<file path="src/rtl/edusoc_fetch_pkg.sv">
// Shared types and constants for the EduSoC instruction fetch front-end.
package edusoc_fetch_pkg;

    typedef enum logic [0:0] {
        FETCH = 1'b0,
        DRAIN = 1'b1
    } fetch_state_t;

    typedef struct packed {
        logic [31:0] instr;
        logic [31:0] pc;
    } fetch_entry_t;

    localparam logic [31:0] INSTR_ALIGN_MASK = 32'hFFFF_FFFC;

endpackage

</file>
<file path="src/rtl/edusoc_fetch_fifo.sv">
// Registered prefetch FIFO of fetch entries; a pushed entry is visible at the head next cycle.
// Flush overrides push/pop; push is dropped when full and pop ignored when empty.
module edusoc_fetch_fifo
    import edusoc_fetch_pkg::*;
#(
    parameter int DEPTH = 2,
    localparam int AW = $clog2(DEPTH),
    localparam int CW = $clog2(DEPTH + 1)
) (
    input  logic         clk,
    input  logic         rst,
    input  logic         push,
    input  fetch_entry_t push_data,
    input  logic         pop,
    input  logic         flush,
    output fetch_entry_t pop_data,
    output logic [CW-1:0] count,
    output logic         full,
    output logic         empty
);

    fetch_entry_t  mem [DEPTH];
    logic [AW-1:0] wr_ptr;
    logic [AW-1:0] rd_ptr;
    logic          do_push;
    logic          do_pop;

    assign full     = (count == CW'(DEPTH));
    assign empty    = (count == '0);
    assign do_push  = push && !full;
    assign do_pop   = pop && !empty;
    assign pop_data = mem[rd_ptr];

    // Storage is cleared on reset so the head reads as zero out of reset.
    always_ff @(posedge clk) begin
        if (rst) begin
            wr_ptr <= '0;
            rd_ptr <= '0;
            count  <= '0;
            for (int i = 0; i < DEPTH; i++) begin
                mem[i] <= '0;
            end
        end else if (flush) begin
            wr_ptr <= '0;
            rd_ptr <= '0;
            count  <= '0;
        end else begin
            if (do_push) begin
                mem[wr_ptr] <= push_data;
                wr_ptr      <= wr_ptr + AW'(1);
            end
            if (do_pop) begin
                rd_ptr <= rd_ptr + AW'(1);
            end
            count <= count + CW'(do_push) - CW'(do_pop);
        end
    end

endmodule

</file>
<file path="src/rtl/edusoc_fetch_unit.sv">
// Instruction fetch front-end: one outstanding bus transfer feeding a prefetch FIFO to decode.
// Bus outputs are registered; redirects flush the FIFO and discard any in-flight response.
module edusoc_fetch_unit
    import edusoc_fetch_pkg::*;
#(
    parameter logic [31:0] RESET_PC = 32'h0000_0000,
    parameter int          DEPTH    = 2
) (
    input  logic        CPU_CLK,
    input  logic        CPU_RES,
    output logic        INSTR_REQ,
    output logic [31:0] INSTR_ADDR,
    input  logic        INSTR_VALID,
    input  logic [31:0] INSTR_RDATA,
    output logic        FETCH_VALID,
    input  logic        FETCH_READY,
    output logic [31:0] FETCH_INSTR,
    output logic [31:0] FETCH_PC,
    input  logic        REDIRECT,
    input  logic [31:0] REDIRECT_PC
);

    localparam int CW = $clog2(DEPTH + 1);

    fetch_state_t  state;
    fetch_state_t  state_next;
    logic          outstanding;
    logic [31:0]   addr_q;
    // Next sequential fetch address; while draining it holds the redirect target.
    logic [31:0]   fetch_pc;
    logic [31:0]   pc_next;

    logic          done;
    logic          busy_next;
    logic          push;
    logic          pop;
    logic          issue;
    logic [CW-1:0] count;
    logic [CW-1:0] count_next;
    logic          fifo_full;
    logic          fifo_empty;
    fetch_entry_t  push_entry;
    fetch_entry_t  head;

    assign done       = outstanding && INSTR_VALID;
    assign push       = done && (state == FETCH) && !REDIRECT && !fifo_full;
    assign pop        = FETCH_VALID && FETCH_READY && !REDIRECT;
    assign push_entry = '{instr: INSTR_RDATA, pc: addr_q};

    always_comb begin
        state_next = state;
        pc_next    = fetch_pc;
        count_next = count + CW'(push) - CW'(pop);
        if (REDIRECT) begin
            pc_next    = REDIRECT_PC & INSTR_ALIGN_MASK;
            count_next = '0;
            state_next = (outstanding && !INSTR_VALID) ? DRAIN : FETCH;
        end else begin
            if (push) begin
                pc_next = fetch_pc + 32'd4;
            end
            if (state == DRAIN && done) begin
                state_next = FETCH;
            end
        end
    end

    // Issue against post-edge occupancy so the new transfer always has a free slot.
    assign busy_next = outstanding && !done;
    assign issue     = (state_next == FETCH) && !busy_next && (count_next < CW'(DEPTH));

    always_ff @(posedge CPU_CLK) begin
        if (CPU_RES) begin
            state       <= FETCH;
            outstanding <= 1'b0;
            addr_q      <= RESET_PC;
            fetch_pc    <= RESET_PC;
        end else begin
            state    <= state_next;
            fetch_pc <= pc_next;
            if (issue) begin
                outstanding <= 1'b1;
                addr_q      <= pc_next;
            end else if (done) begin
                outstanding <= 1'b0;
            end
        end
    end

    edusoc_fetch_fifo #(
        .DEPTH (DEPTH)
    ) u_fifo (
        .clk       (CPU_CLK),
        .rst       (CPU_RES),
        .push      (push),
        .push_data (push_entry),
        .pop       (pop),
        .flush     (REDIRECT),
        .pop_data  (head),
        .count     (count),
        .full      (fifo_full),
        .empty     (fifo_empty)
    );

    assign INSTR_REQ   = outstanding;
    assign INSTR_ADDR  = addr_q;
    assign FETCH_VALID = !fifo_empty;
    assign FETCH_INSTR = head.instr;
    assign FETCH_PC    = head.pc;

endmodule

</file>
<file path="config.mk">
export PLATFORM = sky130hd
export DESIGN_NAME = edusoc_fetch_unit
export DESIGN_NICKNAME = d
export VERILOG_FILES = /design/src/rtl/edusoc_fetch_pkg.sv /design/src/rtl/edusoc_fetch_fifo.sv /design/src/rtl/edusoc_fetch_unit.sv
export SDC_FILE = /design/constraint.sdc
export NUM_CORES = 1
export LEC_CHECK = 0
export ABC_AREA = 1
export CAP_MARGIN = 0
export CELL_PAD_IN_SITES_DETAIL_PLACEMENT = 1
export CELL_PAD_IN_SITES_GLOBAL_PLACEMENT = 1
export CORE_ASPECT_RATIO = 1.25
export CORE_UTILIZATION = 37
export CTS_BUF_LIST = sky130_fd_sc_hd__clkbuf_8
export DETAILED_ROUTE_END_ITERATION = 10
export GPL_ROUTABILITY_DRIVEN = 0
export PLACE_DENSITY_LB_ADDON = 0.2
export SYNTH_ARGS = -nofsm -noshare
export SYNTH_HDL_FRONTEND = slang
export SYNTH_SLANG_ARGS = --single-unit
</file>
<file path="constraint.sdc">
create_clock -name CPU_CLK -period 3.9 [get_ports CPU_CLK]
set_clock_uncertainty 0.2 [all_clocks]
set_input_delay 1.17 -clock CPU_CLK [delete_from_list [all_inputs] [get_ports CPU_CLK]]
set_output_delay 1.17 -clock CPU_CLK [all_outputs]
set_load 0.02 [all_outputs]
</file>
==> reports/results.ini, run 1 <==
[clocking]
cts_sinks=199
post_cts_resized=0
htree_levels=4
clk_pin_slew_ns=0.11
cts_tree=built
insertion_delay_ns=0.47
cts.path.max_buffers=2
post-cts-setup-buffers=0
cts_root_buffer=clkbuf_8
numCtsBuffers=17
hold_buffers=0

[drt]
drtAntennaViolNets=0
routedWlPerCell_um=15.8
wl_met2_mm=12.2
wl_met3_um=645
drt-initial-drc-count=217
drt-met1-wl_mm=10.2
vias=6938
vias_per_cell=4.69
top_layer_used=met4
drc=0
wl_mm=23.4
drtPass1Iterations=4

[placed_design]
io_buffers=164
place_ws_ns=0.152
hpwl_mm=16.9

[global_routing]
grt_pass1_wl_mm=36.7
grt_pass1_vias=6978
overflow=0
antenna_found_initial=0
grt_usage_pct=19.2
grt_start_max_net_pins=65

[run]
cap_violations=0

[synth]
synth_cell_type_count=33
async_reset_ff_share_pct=0
ys_warn_count=0
yosysTopAreaCell=edfxtp_1
synth.avg_cell_area_um2=9.32
synth.area.top_cells=edfxtp_1, dfxtp_1, nor2_1
ys.flop_type=edfxtp_1
syn-cell-area_um2=9130
syn_nets=1053
synthCells=980
synth.top_cell.area_share_pct=42.1
synth-seq-cells=199
yosysSeqAreaShare_pct=57.7
synth_edf_count=128

[timing]
fin_crit_sh_pct=94.1
tns_ns=0
max-slew-margin-rel_pct=47.4
report.final.slew_viol_count=0
period_minus_slack_ns=3.67
setup_ws_ns=0.229
hold_viol_final=0
setup-violations-final=0
max_freq_mhz=272
worst_pin_slew_ns=0.789
rsz0062_at_grt=no

[critical_path]
cp_slowest_cell=dfxtp_4
worst-endpoint-required_ns=2.53
path_cells=buf_4 -> mux2_2 -> clkdlybuf4s50_1
crit_arrival_ns=2.30
worstPathMaxFanout=24
max_stage_delay_ns=0.61
worst-setup-path-type=register to output port
start_kind=register
end_kind=output port

[die]
dieWidth_um=142
die_y_um=178
core-area_um2=24000
start_util_pct=38.1
rows=63
dieArea_um2=25300
io_pins=167

[finish]
nets=1214
drive_above_1_share_pct=12.2
syn2layout_area_growth_pct=26.4
fillers=2820
final_core_util_pct=48.1
n_antenna_cell=0

[power]
p_per_area_nw_per_um2=371
ir_worst_vdd_mv=0.211
p_leak_nw=4.63

[status]
status=completed

[worst_hold_path]
min_path_type=register to register

[placed cells by master, fill, tap and decap left out, types with 8 or more instances in the layout]
cell type	instances
clkbuf_8	17
edfxtp_1	128
nand3_1	68
mux2_2	64
o21ai_0	8
buf_4	15
dfxtp_1	70
and2_1	8
nand2_1	171
nand4_1	10
nor2_1	212
a21oi_1	28
clkdlybuf4s50_1	164
inv_1	123
[state kept, by name, summed over array words and instances (netlist names), named ones only]
register,count
u_fifo.rd_ptr,1
INSTR_ADDR,32
state,1
fetch_pc,32
u_fifo.wr_ptr,1
u_fifo.count,2
u_fifo.mem,128
INSTR_REQ,1
[synth_stat cells (3+ instances only)]
cell type / number
a21oi_1: 28
or2_2: 7
nand4_1: 10
nor2_1: 212
ha_1: 4
buf_2: 15
inv_2: 4
and2_1: 8
mux2_2: 64
buf_6: 8
nand2_2: 3
o21ai_0: 8
clkbuf_1: 13
xnor2_1: 3
xor2_1: 3
inv_1: 123
dfxtp_1: 71
nand2_1: 173
buf_4: 6
edfxtp_1: 128
nand3_1: 70
o21bai_1: 3
[power breakdown]
part | switching (mW) | internal (mW) | leakage (nW)
Sequential | 0.0621 | 2.34 | 1.91
Clock | 0.776 | 0.468 | 0.183
Combinational | 0.349 | 0.278 | 2.53
Total | 1.19 | 3.09 | 4.63
[routing by layer]
| metal | up-vias | global-route usage, % |
|---|---|---|
| li1 | 3466 | - |
| met1 | 3346 | 23.0 |
| met2 | 107 | 35.1 |
| met3 | 19 | 2.97 |
| met4 | 0 | 5.42 |
| met5 | - | 0 |
[cell type report]
class	instances	area [um^2]	area share (%)
Clock buffer	17	234	2.03
Sequential cell	199	5270	45.7
Timing Repair Buffer	184	1850	16.1
Clock inverter	15	136	1.18
Multi-Input combinational cell	611	3150	27.3
Inverter	128	483	4.19
Tap cell	325	407	3.52
[final timing paths]
kind | start | endpoint | slack [ns] | cells past startpoint
max | register | FETCH_PC[25] | 0.23 | 3
max reg2reg | u_fifo.count[1]$_SDFF_PP0_ | INSTR_ADDR[20]$_SDFFE_PP0P_ | 1.31 | 12
min | fetch_pc[0]$_SDFF_PP0_ | fetch_pc[0]$_SDFF_PP0_ | 0.25 | 2
min reg2reg | fetch_pc[0]$_SDFF_PP0_ | fetch_pc[0]$_SDFF_PP0_ | 0.25 | 2
[metrics by stage]
step                      hold slack [ns]  area, um^2  power [mW]  cells
after floorplan                     0.208        9130        2.77    980
after global placement              0.219       11200        3.08   1447
after detailed placement            0.226       11200        3.09   1447
after CTS                           0.252       11500        4.34   1479
after global routing                0.279       11500        4.46   1479
final                               0.249       11500        4.28   1479
[logic make-up (layout without fill, tap and decap cells)]
| logic type | Yosys count | count (layout) | synth area share, % |
|---|---|---|---|
| flops | 199 | 199 | 57.7 |
| xor+xnor | 6 | 6 | 0.576 |
| buf+inv | 170 | 344 | 8.13 |
| mux | 64 | 64 | 7.89 |
| fa+ha+maj | 4 | 4 | 0.548 |
| simple gates | 493 | 493 | 22.6 |
| compound gates | 44 | 44 | 2.58 |
[worst max-delay path, delay by kind of cell (launching register included)]
| kind | cells | cell delay (ns) |
|---|---|---|
| mux | 1 | 0.35 |
| buf+inv | 2 | 0.85 |
| flops | 1 | 0.61 |
No activity file was read; power rests on OpenSTA's default activity.
==> run 2: changes to the inputs <==
- SLEW_MARGIN: not set -> 40
==> results of run 2 <==
Same layout as run 1: the final DEF is identical, and so are final timing and power.
==> run 3: changes to the inputs <==
- CAP_MARGIN: 0 -> 5
- CORE_MARGIN: not set -> 5
==> run 3 against run 2 <==
Net effect:
- sequential power barely moved
- first-iteration DRC count rose by 23%
- maximum frequency rose by 3.0%
- count of clock-buffer cells in the layout did not move
- register-to-register slack improved by 0.03 ns
- power rose by 0.31%
- combinational power barely moved
- cell area fell by 0.20%
- critical path depth did not move
- worst setup slack improved by 0.11 ns
- critical path type unchanged
==> reports/results.ini, run 3 (synthesized netlist as in run 1, its figures left out) <==
[die]
rows=64  ; +1.6%
io_pins=167  ; unchanged
dieArea_um2=27900  ; +10%
dieWidth_um=150  ; +5.6%
start_util_pct=37.4  ; -0.72 points
die_y_um=186  ; +4.5%
core-area_um2=24400  ; +1.9%

[critical_path]
reg2reg_to=INSTR_ADDR[15]$_SDFFE_PP0P_
rrSetupSlack_ns=1.34  ; +0.03 ns
crit_arrival_ns=2.19  ; -0.11 ns
r2r_cells=12  ; unchanged
worst-setup-path-type=register to output port
r2r-start=u_fifo.count[1]$_SDFF_PP0_
end_kind=output port
worst-endpoint-required_ns=2.53  ; about the same
worstPathMaxFanout=64  ; +170%
start_kind=register

[timing]
setup_ws_ns=0.336  ; +0.107 ns
worst_pin_slew_ns=0.807  ; +0.0185 ns
max_freq_mhz=281  ; +3.0%
fin_crit_sh_pct=91.4  ; -2.8 points
max-slew-margin-rel_pct=46.2  ; -1.2 points
report.final.slew_viol_count=0  ; unchanged
tns_ns=0  ; unchanged
setup-violations-final=0  ; unchanged
period_minus_slack_ns=3.56  ; -0.107 ns
hold_viol_final=0  ; unchanged
rsz0062_at_grt=no

[power]
ir_worst_vdd_mv=0.212  ; +0.33%
p_total_mw=4.29  ; +0.31%
p_per_area_nw_per_um2=373  ; +0.51%
p_leak_nw=4.62  ; -0.21%

[clocking]
post_cts_resized=0  ; unchanged
hold_buffers=0  ; unchanged
htree_levels=4  ; unchanged
cts.path.max_buffers=2  ; unchanged
insertion_delay_ns=0.47  ; about the same
cts_root_buffer=clkbuf_8
post-cts-setup-buffers=0  ; unchanged
numCtsBuffers=17  ; unchanged
cts_tree=built
cts_sinks=199  ; unchanged
clk_pin_slew_ns=0.11  ; about the same

[global_routing]
grt_usage_pct=17.2  ; -1.9 points
grt_pass1_wl_mm=37.1  ; +0.98%
grt_start_max_net_pins=65  ; unchanged
grt_pass1_vias=7032  ; +0.77%
overflow=0  ; unchanged
antenna_found_initial=0  ; unchanged

[drt]
vias_per_cell=4.66  ; -0.75%
wl_met2_mm=12.5  ; +2.6%
drc=0  ; unchanged
drtPass1Iterations=4  ; unchanged
routedWlPerCell_um=16.2  ; +2.4%
wl_mm=24.0  ; +2.5%
drtAntennaViolNets=0  ; unchanged
vias=6895  ; -0.62%
wl_met3_um=793  ; +23%
top_layer_used=met4
drt-initial-drc-count=266  ; +23%
drt-met1-wl_mm=10.3  ; +1.4%

[placed_design]
hpwl_mm=17.0  ; +0.76%
io_buffers=164  ; unchanged
place_ws_ns=0.405  ; +0.252 ns
place_area_um2=11100  ; -0.21%

[run]
cap_violations=0  ; unchanged

[finish]
drive_above_1_share_pct=12.1  ; -0.14 points
largest_reg_flops=128  ; unchanged
layout_common_cells=nor2_1, nand2_1, clkdlybuf4s50_1
fin_area_um2=11500  ; -0.20%
regMostFlops=u_fifo.mem
syn2layout_area_growth_pct=26.1
nets=1211  ; -0.25%
n_antenna_cell=0  ; unchanged
mostFrequentLayoutCell=nor2_1

[worst_hold_path]
min_to=fetch_pc[1]$_SDFF_PP0_
min_path_type=register to register
hold_path_depth=2  ; unchanged
min_from=fetch_pc[1]$_SDFF_PP0_

[status]
status=completed

## run 3: area by class of cell
class                           instances  area (um^2)
Clock buffer                           17          234
Sequential cell                       199         5270
Fill cell                            2832        12900
Multi-Input combinational cell        611         3150
Inverter                              128          483
Timing Repair Buffer                  181         1830
Clock inverter                         15          138
Tap cell                              330          413
## run 3: worst max-delay path by stage
stage | startpoint | endpoint | slack (ns) | cells after the start
finish | register | FETCH_PC[14] | 0.34 | 3
global route | register | FETCH_PC[14] | 0.25 | 3
CTS | register | FETCH_PC[22] | 0.31 | 3
detailed placement | FETCH_READY | INSTR_ADDR[15]$_SDFFE_PP0P_ | 0.40 | 11
global placement | FETCH_READY | INSTR_ADDR[15]$_SDFFE_PP0P_ | 0.41 | 11
floorplan | REDIRECT | u_fifo.mem[1][0]$_SDFFCE_PN0P_ | 0.44 | 9
## run 3: power breakdown
part	internal (mW)	switching (mW)	total, mW	leakage, nW
registers	2.34	0.0625	2.41	1.91
logic	0.276	0.349	0.625	2.52
clock network	0.468	0.790	1.26	0.188
total	3.09	1.20	4.29	4.62
## run 3: stage by stage
step	util, %	instances	hold slack (ns)
global route	47.1	1481	0.288
CTS	47.1	1481	0.268
finish	47.1	1481	0.265
floorplan	-	980	0.208
global placement	45.6	1449	0.219
detailed placement	45.6	1449	0.226
## run 3: worst max-delay path, stage by stage (launching register included)
cell and delay, ns:
dfxtp_4 0.37, buf_12 0.29, mux2_2 0.39, clkdlybuf4s50_1 0.60
## run 3: layer usage
metal  GRT usage, %  up-vias
met5              0        -
li1               -     3458
met4           4.50        0
met3           2.39       24
met2           31.5      113
met1           21.3     3300
